File: config.mk
export PLATFORM = sky130hd
export DESIGN_NAME = frame_rd_stream_flat
export DESIGN_NICKNAME = d
export VERILOG_FILES = /design/src/rtl/frame_buf_pkg.sv /design/src/rtl/frame_rd_stream_if.sv /design/src/rtl/rd_fifo_mem.sv /design/src/rtl/frame_rd_stream.sv /design/src/flat_wrapper.sv
export SDC_FILE = /design/constraint.sdc
export NUM_CORES = 1
export LEC_CHECK = 0
export CORE_MARGIN = 2
export CORE_UTILIZATION = 35
export DETAILED_ROUTE_END_ITERATION = 8
export GPL_TIMING_DRIVEN = 0
export SETUP_SLACK_MARGIN = 0.4
export SYNTH_ARGS = -nofsm -noshare
export SYNTH_HDL_FRONTEND = slang
export SYNTH_SLANG_ARGS = --single-unit
File: constraint.sdc
create_clock -name clk -period 3.9 [get_ports clk]
set_clock_uncertainty 0.15 [all_clocks]
set_input_delay 0.78 -clock clk [delete_from_list [all_inputs] [get_ports clk]]
set_output_delay 0.78 -clock clk [all_outputs]
set_load 0.01 [all_outputs]
File: src/rtl/frame_buf_pkg.sv
// frame_buf_pkg: state encoding and signal-polarity constants shared by the
// frame-buffer read path, plus a helper for occupancy counter widths.
package frame_buf_pkg;

   typedef enum logic [1:0] {
      IDLE   = 2'd0,
      PRIME  = 2'd1,
      STREAM = 2'd2
   } state_t;

   localparam logic ASSERT_L   = 1'b0;
   localparam logic DEASSERT_L = 1'b1;
   localparam logic ASSERT_H   = 1'b1;
   localparam logic DEASSERT_H = 1'b0;

   // Counter width able to hold 0..depth inclusive.
   function automatic int cnt_width(input int depth);
      return $clog2(depth) + 1;
   endfunction

endpackage

File: src/rtl/frame_rd_stream_if.sv
// frame_rd_stream_if: memory-side, pixel-side and status signals of
// frame_rd_stream. The slave modport is the streamer's view; the master
// modport is the surrounding system's view. underrun_cnt exists only when
// FRAME_RD_STATS_EN is defined.
//
// Handshakes: a read counts as issued on every cycle with
// avl_read_req && avl_ready; a returned word is taken on every cycle with
// avl_rdata_valid high (no back-pressure on returns); a pixel transfers on
// every cycle with pix_valid && pix_rdy, and pix_valid/pix_data never depend
// on pix_rdy. rd_en is active-low and only advises the frame buffer.
interface frame_rd_stream_if
   import frame_buf_pkg::*;
#(
   parameter int DATA_WIDTH = 32,
   parameter int FIFO_DEPTH = 16
);
   localparam int CW = cnt_width(FIFO_DEPTH);

   logic                  ram_rdy;
   logic                  avl_ready;
   logic                  avl_read_req;
   logic                  avl_rdata_valid;
   logic [DATA_WIDTH-1:0] avl_rdata;
   logic                  rd_en;
   logic                  pix_rdy;
   logic                  pix_valid;
   logic [DATA_WIDTH-1:0] pix_data;
   logic [CW-1:0]         fifo_count;
   logic                  overflow;
   logic                  underrun;
   state_t                state;
`ifdef FRAME_RD_STATS_EN
   logic [15:0]           underrun_cnt;
`endif

   modport slave (
`ifdef FRAME_RD_STATS_EN
      output underrun_cnt,
`endif
      input  ram_rdy, avl_ready, avl_read_req, avl_rdata_valid, avl_rdata, pix_rdy,
      output rd_en, pix_valid, pix_data, fifo_count, overflow, underrun, state
   );

   modport master (
`ifdef FRAME_RD_STATS_EN
      input  underrun_cnt,
`endif
      output ram_rdy, avl_ready, avl_read_req, avl_rdata_valid, avl_rdata, pix_rdy,
      input  rd_en, pix_valid, pix_data, fifo_count, overflow, underrun, state
   );

endinterface

File: src/rtl/rd_fifo_mem.sv
// rd_fifo_mem: return-buffer storage with wrapping read/write pointers.
// Show-ahead: head_o is the word at the read pointer with no register stage.
// The owner guarantees push_i is never raised while the buffer is full unless
// pop_i is raised in the same cycle.
module rd_fifo_mem #(
   parameter int DATA_WIDTH = 32,
   parameter int FIFO_DEPTH = 16
) (
   input  logic                  clk,
   input  logic                  reset,
   input  logic                  push_i,
   input  logic [DATA_WIDTH-1:0] push_data_i,
   input  logic                  pop_i,
   output logic [DATA_WIDTH-1:0] head_o
);
   localparam int AW = $clog2(FIFO_DEPTH);

   logic [DATA_WIDTH-1:0] mem_q [FIFO_DEPTH];
   logic [AW-1:0]         wr_ptr_q, wr_ptr_d;
   logic [AW-1:0]         rd_ptr_q, rd_ptr_d;

   // Pointers advance by one and wrap naturally at the power-of-two depth.
   always_comb begin
      wr_ptr_d = wr_ptr_q;
      rd_ptr_d = rd_ptr_q;
      if (push_i) wr_ptr_d = wr_ptr_q + AW'(1);
      if (pop_i)  rd_ptr_d = rd_ptr_q + AW'(1);
   end

   // Pointer registers; reset discards whatever the storage still holds.
   always_ff @(posedge clk or negedge reset) begin
      if (!reset) begin
         wr_ptr_q <= '0;
         rd_ptr_q <= '0;
      end else begin
         wr_ptr_q <= wr_ptr_d;
         rd_ptr_q <= rd_ptr_d;
      end
   end

   // Storage write; contents are meaningless until covered by the occupancy count.
   always_ff @(posedge clk) begin
      if (push_i) mem_q[wr_ptr_q] <= push_data_i;
   end

   assign head_o = mem_q[rd_ptr_q];

endmodule

File: src/rtl/frame_rd_stream.sv
// frame_rd_stream: turns Avalon read returns from a frame buffer into a
// pixel stream. Tracks outstanding reads, throttles the frame buffer through
// the active-low rd_en credit signal, primes the return buffer before
// streaming and flags overflow/underrun. Optional FRAME_RD_STATS_EN adds a
// saturating count of empty-buffer cycles while streaming.
module frame_rd_stream
   import frame_buf_pkg::*;
#(
   parameter int DATA_WIDTH = 32,
   parameter int FIFO_DEPTH = 16,
   parameter int RD_SLACK   = 4,
   parameter int PRIME_LVL  = 8
) (
   input logic              clk,
   input logic              reset,
   frame_rd_stream_if.slave bus
);
   localparam int CW = cnt_width(FIFO_DEPTH);
   localparam int SW = CW + 1;
   localparam logic [CW-1:0] DEPTH_C   = CW'(FIFO_DEPTH);
   localparam logic [CW-1:0] PRIME_C   = CW'(PRIME_LVL);
   localparam logic [CW-1:0] OUTST_MAX = {CW{1'b1}};
   localparam logic [SW-1:0] CREDIT_C  = SW'(FIFO_DEPTH - RD_SLACK);

   state_t                state_q, state_d;
   logic [CW-1:0]         count_q, count_d;
   logic [CW-1:0]         outst_q, outst_d;
   logic                  ovf_q, ovf_d;
   logic                  unr_q, unr_d;
   logic                  issue, ret, pop, push_ok, stray_ret;
   logic                  pix_valid_w, stream_empty;
   logic [SW-1:0]         credit_sum;
   logic [DATA_WIDTH-1:0] head;

   assign issue        = bus.avl_read_req && bus.avl_ready;
   assign ret          = bus.avl_rdata_valid;
   assign pix_valid_w  = (state_q == STREAM) && (count_q != '0);
   assign stream_empty = (state_q == STREAM) && (count_q == '0);
   assign pop          = pix_valid_w && bus.pix_rdy;
   // A full buffer still accepts a return when the head leaves the same cycle.
   assign push_ok      = ret && ((count_q != DEPTH_C) || pop);
   assign stray_ret    = ret && (outst_q == '0);
   assign credit_sum   = {1'b0, count_q} + {1'b0, outst_q};

   rd_fifo_mem #(
      .DATA_WIDTH (DATA_WIDTH),
      .FIFO_DEPTH (FIFO_DEPTH)
   ) u_mem (
      .clk         (clk),
      .reset       (reset),
      .push_i      (push_ok),
      .push_data_i (bus.avl_rdata),
      .pop_i       (pop),
      .head_o      (head)
   );

   // Next state: prime after calibration, stream once primed; losing ram_rdy always idles.
   always_comb begin
      state_d = state_q;
      case (state_q)
         IDLE:    state_d = PRIME;
         PRIME:   if (count_q >= PRIME_C) state_d = STREAM;
         STREAM:  state_d = STREAM;
         default: state_d = IDLE;
      endcase
      if (!bus.ram_rdy) state_d = IDLE;
   end

   // State register.
   always_ff @(posedge clk or negedge reset) begin
      if (!reset) state_q <= IDLE;
      else        state_q <= state_d;
   end

   // Outstanding reads, occupancy and sticky error flags.
   always_comb begin
      outst_d = outst_q;
      if (issue && !ret) begin
         if (outst_q != OUTST_MAX) outst_d = outst_q + CW'(1);
      end else if (!issue && ret) begin
         if (outst_q != '0) outst_d = outst_q - CW'(1);
      end
      count_d = count_q;
      if (push_ok && !pop)      count_d = count_q + CW'(1);
      else if (!push_ok && pop) count_d = count_q - CW'(1);
      ovf_d = ovf_q || stray_ret || (ret && !push_ok);
      unr_d = unr_q || stream_empty;
   end

   // Counter and flag registers; kept across IDLE, cleared only by reset.
   always_ff @(posedge clk or negedge reset) begin
      if (!reset) begin
         outst_q <= '0;
         count_q <= '0;
         ovf_q   <= 1'b0;
         unr_q   <= 1'b0;
      end else begin
         outst_q <= outst_d;
         count_q <= count_d;
         ovf_q   <= ovf_d;
         unr_q   <= unr_d;
      end
   end

`ifdef FRAME_RD_STATS_EN
   logic [15:0] ucnt_q, ucnt_d;

   // Saturating count of streaming cycles that find the buffer empty.
   always_comb begin
      ucnt_d = ucnt_q;
      if (stream_empty && (ucnt_q != 16'hFFFF)) ucnt_d = ucnt_q + 16'd1;
   end

   // Statistics register.
   always_ff @(posedge clk or negedge reset) begin
      if (!reset) ucnt_q <= '0;
      else        ucnt_q <= ucnt_d;
   end

   assign bus.underrun_cnt = ucnt_q;
`endif

   assign bus.rd_en      = ((state_q != IDLE) && bus.ram_rdy && (credit_sum <= CREDIT_C))
                           ? ASSERT_L : DEASSERT_L;
   assign bus.pix_valid  = pix_valid_w ? ASSERT_H : DEASSERT_H;
   assign bus.pix_data   = pix_valid_w ? head : '0;
   assign bus.fifo_count = count_q;
   assign bus.overflow   = ovf_q;
   assign bus.underrun   = unr_q;
   assign bus.state      = state_q;

endmodule

File: src/flat_wrapper.sv
// flat-port wrapper written by rule: the top's interface ports become plain ports
module frame_rd_stream_flat import frame_buf_pkg::*;
#(
   parameter int DATA_WIDTH = 32,
   parameter int FIFO_DEPTH = 16,
   parameter int RD_SLACK   = 4,
   parameter int PRIME_LVL  = 8
)
  (clk, reset, bus_ram_rdy, bus_avl_ready, bus_avl_read_req, bus_avl_rdata_valid, bus_avl_rdata, bus_pix_rdy, bus_rd_en, bus_pix_valid, bus_pix_data, bus_fifo_count, bus_overflow, bus_underrun, bus_state);
  frame_rd_stream_if #(.DATA_WIDTH(DATA_WIDTH), .FIFO_DEPTH(FIFO_DEPTH)) bus_i ();
  input logic clk;
  input logic reset;
  input wire logic [$bits(bus_i.ram_rdy)-1:0] bus_ram_rdy;
  input wire logic [$bits(bus_i.avl_ready)-1:0] bus_avl_ready;
  input wire logic [$bits(bus_i.avl_read_req)-1:0] bus_avl_read_req;
  input wire logic [$bits(bus_i.avl_rdata_valid)-1:0] bus_avl_rdata_valid;
  input wire logic [$bits(bus_i.avl_rdata)-1:0] bus_avl_rdata;
  input wire logic [$bits(bus_i.pix_rdy)-1:0] bus_pix_rdy;
  output wire logic [$bits(bus_i.rd_en)-1:0] bus_rd_en;
  output wire logic [$bits(bus_i.pix_valid)-1:0] bus_pix_valid;
  output wire logic [$bits(bus_i.pix_data)-1:0] bus_pix_data;
  output wire logic [$bits(bus_i.fifo_count)-1:0] bus_fifo_count;
  output wire logic [$bits(bus_i.overflow)-1:0] bus_overflow;
  output wire logic [$bits(bus_i.underrun)-1:0] bus_underrun;
  output wire logic [$bits(bus_i.state)-1:0] bus_state;
  assign bus_i.ram_rdy = bus_ram_rdy;
  assign bus_i.avl_ready = bus_avl_ready;
  assign bus_i.avl_read_req = bus_avl_read_req;
  assign bus_i.avl_rdata_valid = bus_avl_rdata_valid;
  assign bus_i.avl_rdata = bus_avl_rdata;
  assign bus_i.pix_rdy = bus_pix_rdy;
  assign bus_rd_en = bus_i.rd_en;
  assign bus_pix_valid = bus_i.pix_valid;
  assign bus_pix_data = bus_i.pix_data;
  assign bus_fifo_count = bus_i.fifo_count;
  assign bus_overflow = bus_i.overflow;
  assign bus_underrun = bus_i.underrun;
  assign bus_state = bus_i.state;
  frame_rd_stream #(.DATA_WIDTH(DATA_WIDTH), .FIFO_DEPTH(FIFO_DEPTH), .RD_SLACK(RD_SLACK), .PRIME_LVL(PRIME_LVL)) u_core (.clk(clk), .reset(reset), .bus(bus_i));
endmodule
* After elaboration in Yosys (flattened, before gate mapping)
Memories as Yosys holds them, arrays and structs flattened.
Index checks and enable logic that the tools add are counted.
** Operators by class
- Add/sub/neg operators :: 7
- Order comparisons :: 2
- Equal/unequal tests :: 6
- Multiplexer cells :: 14
- Reduce and logical (&&, ||, !) cells :: 31
** Operator list (number)
- $mux W32 :: 1
- $mux W5 :: 6
- $logic_and A1 B1 Y1 :: 13
- $add A5 B1 Y5 const B :: 2
- $logic_not A5 Y1 :: 2
- $ne A5 B5 Y1 const B :: 2
- $reduce_bool A5 Y1 :: 2
- $sub A5 B1 Y5 const B :: 2
- $add A4 B1 Y4 const B :: 2
- $reduce_bool A2 Y1 :: 4
- $add A5 B5 Y6 :: 1
- $le A6 B4 Y1 const B :: 1
- $pmux W2 S3 :: 1
- $ge A5 B4 Y1 const B :: 1
- $logic_not A1 Y1 :: 4
- $logic_or A1 B1 Y1 :: 4
- $mux W1 :: 4
- $mux W2 :: 2
- $ne A3 B2 Y1 const B :: 1
- $reduce_and A3 Y1 :: 1
- $eq A2 B1 Y1 const B :: 1
- $eq A2 B2 Y1 const B :: 1
- $logic_not A2 Y1 :: 1
- $ne A2 B2 Y1 const B :: 1
** Word-level totals
- Flip-flop bits (word level) :: 22
- Bits in writable memories :: 512
- Bits of input ports :: 39
- Output and inout port bits :: 43
- Logic and storage cells :: 68
- Memories kept :: 1
** Memories
- u_core.u_mem.mem_q :: words 16, bits a word 32, read ports 1, clocked after Yosys merged registers in 0, wr ports 1, line rd_fifo_mem.sv:18 : logic [DATA_WIDTH-1:0] mem_q [FIFO_DEPTH];

* Logic depth before layout (Yosys ltp)
- Depth in word-level cells :: 9
- Gate-level depth with buffers :: 12
- Gate-level depth less buffers :: 11

* Hierarchy
A second synthesis with hierarchy kept.
** Unflattened totals
- Cell total of the unflattened synthesis :: 978
- Area, all modules :: 20941.3 sq um
** Modules (own cells, without submodules)
- rd_fifo_mem :: instances 1, cells an instance 835, area each 19606.3 sq um, seq. area each 15574.9 sq um
- frame_rd_stream :: instances 1, cells an instance 143, area each 1335.0 sq um, seq. area each 350.3 sq um

* Worst setup path before layout
Ideal clock, no wire load.
- Kind :: input to register
- Start :: in bus_pix_rdy
- End :: mem u_core.u_mem.mem_q[0][0], enable pin
- Library setup time :: 461 ps
- Arrival :: 3459 ps
- Required time :: 3289 ps
- Slack :: -170 ps
- Cell stages on the path :: 5
- Path buffers :: 1
- Cells stage by stage :: a211o_1 and2_4 buf_6 nand2_1 nor3_1
** On the way
- Longest elaborated chain between the ends :: 5
** RTL lines
- start: declaration :: line flat_wrapper.sv:18 : input wire logic [$bits(bus_i.pix_rdy)-1:0] bus_pix_rdy;
- $logic_and A1 B1 Y1 :: line frame_rd_stream.sv:39 : assign pop = pix_valid_w && bus.pix_rdy;
- $logic_or A1 B1 Y1 :: line frame_rd_stream.sv:41 : assign push_ok = ret && ((count_q != DEPTH_C) || pop);
- $logic_and A1 B1 Y1 :: line frame_rd_stream.sv:41
- via u_core.push_ok :: line frame_rd_stream.sv:30 : logic issue, ret, pop, push_ok, stray_ret;
- $mux W1 :: line rd_fifo_mem.sv:43 : if (push_i) mem_q[wr_ptr_q] <= push_data_i;
- $mux W1 (implied by the code) :: line rd_fifo_mem.sv:43
- end: declaration :: line rd_fifo_mem.sv:18
The timed path passes the listed nets, and every way through them passes these cells.

* Worst setup path in the final report
- Start :: reg u_core.count_q[1], in the netlist u_core.bus.fifo_count[1]
- End :: out bus_pix_data[30]
** On the way
- Longest elaborated chain between the ends :: 3
** RTL lines
- start: declaration :: line frame_rd_stream.sv:26 : logic [CW-1:0] count_q, count_d;
- start signal: assignment :: line frame_rd_stream.sv:99 : count_q <= count_d;
- $reduce_bool A5 Y1 :: line frame_rd_stream.sv:37 : assign pix_valid_w = (state_q == STREAM) && (count_q != '0);
- $logic_and A1 B1 Y1 :: line frame_rd_stream.sv:37
- $mux W32 :: line frame_rd_stream.sv:126 : assign bus.pix_data = pix_valid_w ? head : '0;
- end: declaration :: line flat_wrapper.sv:21 : output wire logic [$bits(bus_i.pix_data)-1:0] bus_pix_data;
Every way passes these cells.

==> results.json <==
{
  "final_common_cell": "edfxtp_1",
  "io_pins": 82,
  "ys_ff_latch": 534,
  "slowest_delay_ps": 550,
  "drive_above_1_share": 0.337,
  "die_h_um": 247,
  "fp-row-count": 89,
  "initial_core_util": 0.353,
  "power.switching_mw": 5.57,
  "p_per_area_nw_per_um2": 709,
  "critical_path_class": "flop to output pin",
  "yosys.area_share.simple": 0.0289,
  "p_comb_frac": 0.339,
  "rr_startpoint": "u_core.bus.fifo_count[1]$_DFFE_PN0P_",
  "hpwlAfterDp_mm": 29.6,
  "critPathCaptureType": "output pin",
  "setup_viol": 0,
  "cts-htree-levels": 2,
  "synth_top_family_by_area": "multiplexers",
  "slew_headroom": 0.262,
  "period_share": 0.924,
  "worst_pin_slew_ps": 1100,
  "finalPower_mw": 18.1,
  "wirelength_mm": 47.4,
  "pwr-share-clk": 0.265,
  "grt_first_pass_wirelength_mm": 70.1,
  "worst_setup_path_start_kind": "flop",
  "vdd_drop_max_uv": 448,
  "min_path_type": "flop to flop",
  "first_global_vias": 10680,
  "slew_violations": 0,
  "grt_overflow": 0,
  "async_flop_share": 0.0412,
  "die_w_um": 247,
  "muxShareOfSynthArea": 0.142,
  "synth.distinct_cells": 41,
  "crit_path_cell_trace": "or4_4 > o21a_4 > buf_4 > clkbuf_16 > o21ai_0 > nor3_2 > dlygate4sd2_1",
  "clk_path_buf_depth": 3,
  "drt_first_pass_iters": 5,
  "netlist_area_um2": 20700,
  "grt_usage": 0.158,
  "grt_start_max_net_pins": 23,
  "period_minus_slack_ps": 3610,
  "synthAdderAreaFrac": 0.0162,
  "worst-path-buf-inv": 3,
  "synth_xor_area_frac": 0.00676,
  "clk_pin_slew_ps": 60,
  "seq_area_frac_synth": 0.768,
  "antenna_left": 0,
  "fillers": 5081,
  "cts_buffers": 54,
  "cp_top_family": "simple AND/OR/NAND/NOR gates",
  "mostFrequentLayoutCells": "edfxtp_1 (512), mux4_2 (128), clkbuf_16 (56)",
  "seqPwrFrac": 0.396,
  "drc_errors": 0,
  "synthFlopType": "edfxtp_1",
  "outcome": "completed",
  "synth_compound_area_frac": 0.0244,
  "synth_nets": 1048,
  "grt_setup_unrepaired": "yes",
  "gp_congestion": 0.711,
  "tns_ps": 0,
  "die_area_um2": 61200,
  "crit_path_start": "u_core.bus.fifo_count[1]$_DFFE_PN0P_",
  "fmax_mhz": 277,
  "vias": 10271,
  "avgViaCountPerCell": 5.17,
  "whs_ps": 320,
  "tritoncts": "yes",
  "cts.sinks": 534,
  "max_cap_viol_count": 0,
  "synth_cells": 984,
  "postLayoutCoreUtil": 0.434,
  "insertion_delay_ps": 610,
  "cts_root_buf": "clkbuf_16",
  "syn_to_final_growth_pct": 23.1,
  "hold_buffers": 0,
  "numPortBuffers": 81,
  "cp_slowest_cell": "or4_4",
  "nNetsFinal": 1234,
  "leakage_nw": 8.23,
  "hp-start": "u_core.bus.overflow$_DFF_PN0_",
  "first_iter_violations": 930,
  "required_ps": 2970,
  "wire_per_inst_um": 23.9,
  "diodes": 0,
  "internal-power_mw": 12.5,
  "critPathMaxFanout": 10,
  "arrival_ps": 2680,
  "coreArea_um2": 58800,
  "switching_share": 0.308,
  "antenna_found_initial": 2,
  "yosysWarnings": 0,
  "synth.avg_cell_area_um2": 21.1,
  "synth-edff-count": 512,
  "hold_viol_final": 0
}
[through the flow]
stage	cell area, um^2	setup slack, ps	std cells
CTS	25500	214	1980
global placement	22500	-1780	1838
global route	25500	205	1985
floorplan	20800	687	984
detailed placement	23100	-145	1858
finish	25500	295	1985
[final timing paths]
check                                                       end  slack (ps)  cells after the start
max                                            bus_pix_data[30]         290                      7
min                               u_core.bus.overflow$_DFF_PN0_         320                      1
max reg2reg                u_core.bus.fifo_count[4]$_DFFE_PN0P_         700                     11
min reg2reg                       u_core.bus.overflow$_DFF_PN0_         320                      1
max in group asynchronous  u_core.bus.fifo_count[2]$_DFFE_PN0P_        2230                      1
min in group asynchronous         u_core.outst_q[3]$_DFFE_PN0P_         620                      1
[power groups by stage]
stage	Clock (mW)	Sequential, mW	Combinational [mW]
2_1_floorplan	0	7.26	3.31
3_5_place_dp	0	7.31	5.28
3_3_place_gp	0	7.33	4.98
6_report	4.80	7.17	6.13
4_1_cts	4.91	7.17	6.13
5_1_grt	5.11	7.22	6.61
[registers in the layout, summed over array words and instances (netlist names)]
register               flops
u_core.u_mem.wr_ptr_q      4
u_core.u_mem.rd_ptr_q      4
u_core.outst_q             5
u_core.bus.state           2
u_core.u_mem.mem_q       512
u_core.bus.underrun        1
u_core.bus.overflow        1
u_core.bus.fifo_count      5
[repair_timing]
action | CTS | global route
pin swaps | 7 | 8
buffers inserted | 24 | 5
endpoints found under the setup margin | 34 | 28
resized for setup | 228 | 72
[layout make-up]
class / instances / area (um^2) / share of cell area
well taps: 773 / 967 / 0.0379
repair buffers: 130 / 1380 / 0.0540
clock buffers: 69 / 1440 / 0.0564
flip-flops and latches: 534 / 15900 / 0.624
plain buffers: 50 / 581 / 0.0227
inverters: 11 / 41.3 / 0.00162
multi-input cells: 389 / 5010 / 0.196
clock inverters: 29 / 184 / 0.00720
[per-layer routing]
layer  wire [um]  part of all wire  vias up  track usage
li1            -                 -     4441            -
met2       23100              0.49      267        0.259
met1       20800              0.44     5481        0.216
met5          27           0.00057        -            0
met3        2480             0.052       78       0.0293
met4        1010             0.021        4       0.0431
[cell usage after synthesis (all sizes together) (6+ instances only)]
| cell type | instances | area [um^2] |
|---|---|---|
| edfxtp | 512 | 15400 |
| mux4 | 128 | 2880 |
| nor2 | 51 | 191 |
| o21ai | 40 | 200 |
| nor3 | 38 | 190 |
| o22ai | 32 | 200 |
| buf | 27 | 163 |
| clkbuf | 23 | 87.6 |
| dfrtp | 22 | 551 |
| ha | 22 | 275 |
| nand2 | 14 | 60.1 |
| xnor2 | 12 | 105 |
| inv | 11 | 41.3 |
| a21oi | 6 | 30.0 |
| nor2b | 6 | 37.5 |
[kinds of logic after synthesis]
group / Yosys count
buf+inv: 61
simple gates: 126
flops: 534
xor+xnor: 16
mux: 134
compound gates: 88
fa+ha+maj: 25
No activity file was read; power rests on OpenSTA's default activity.
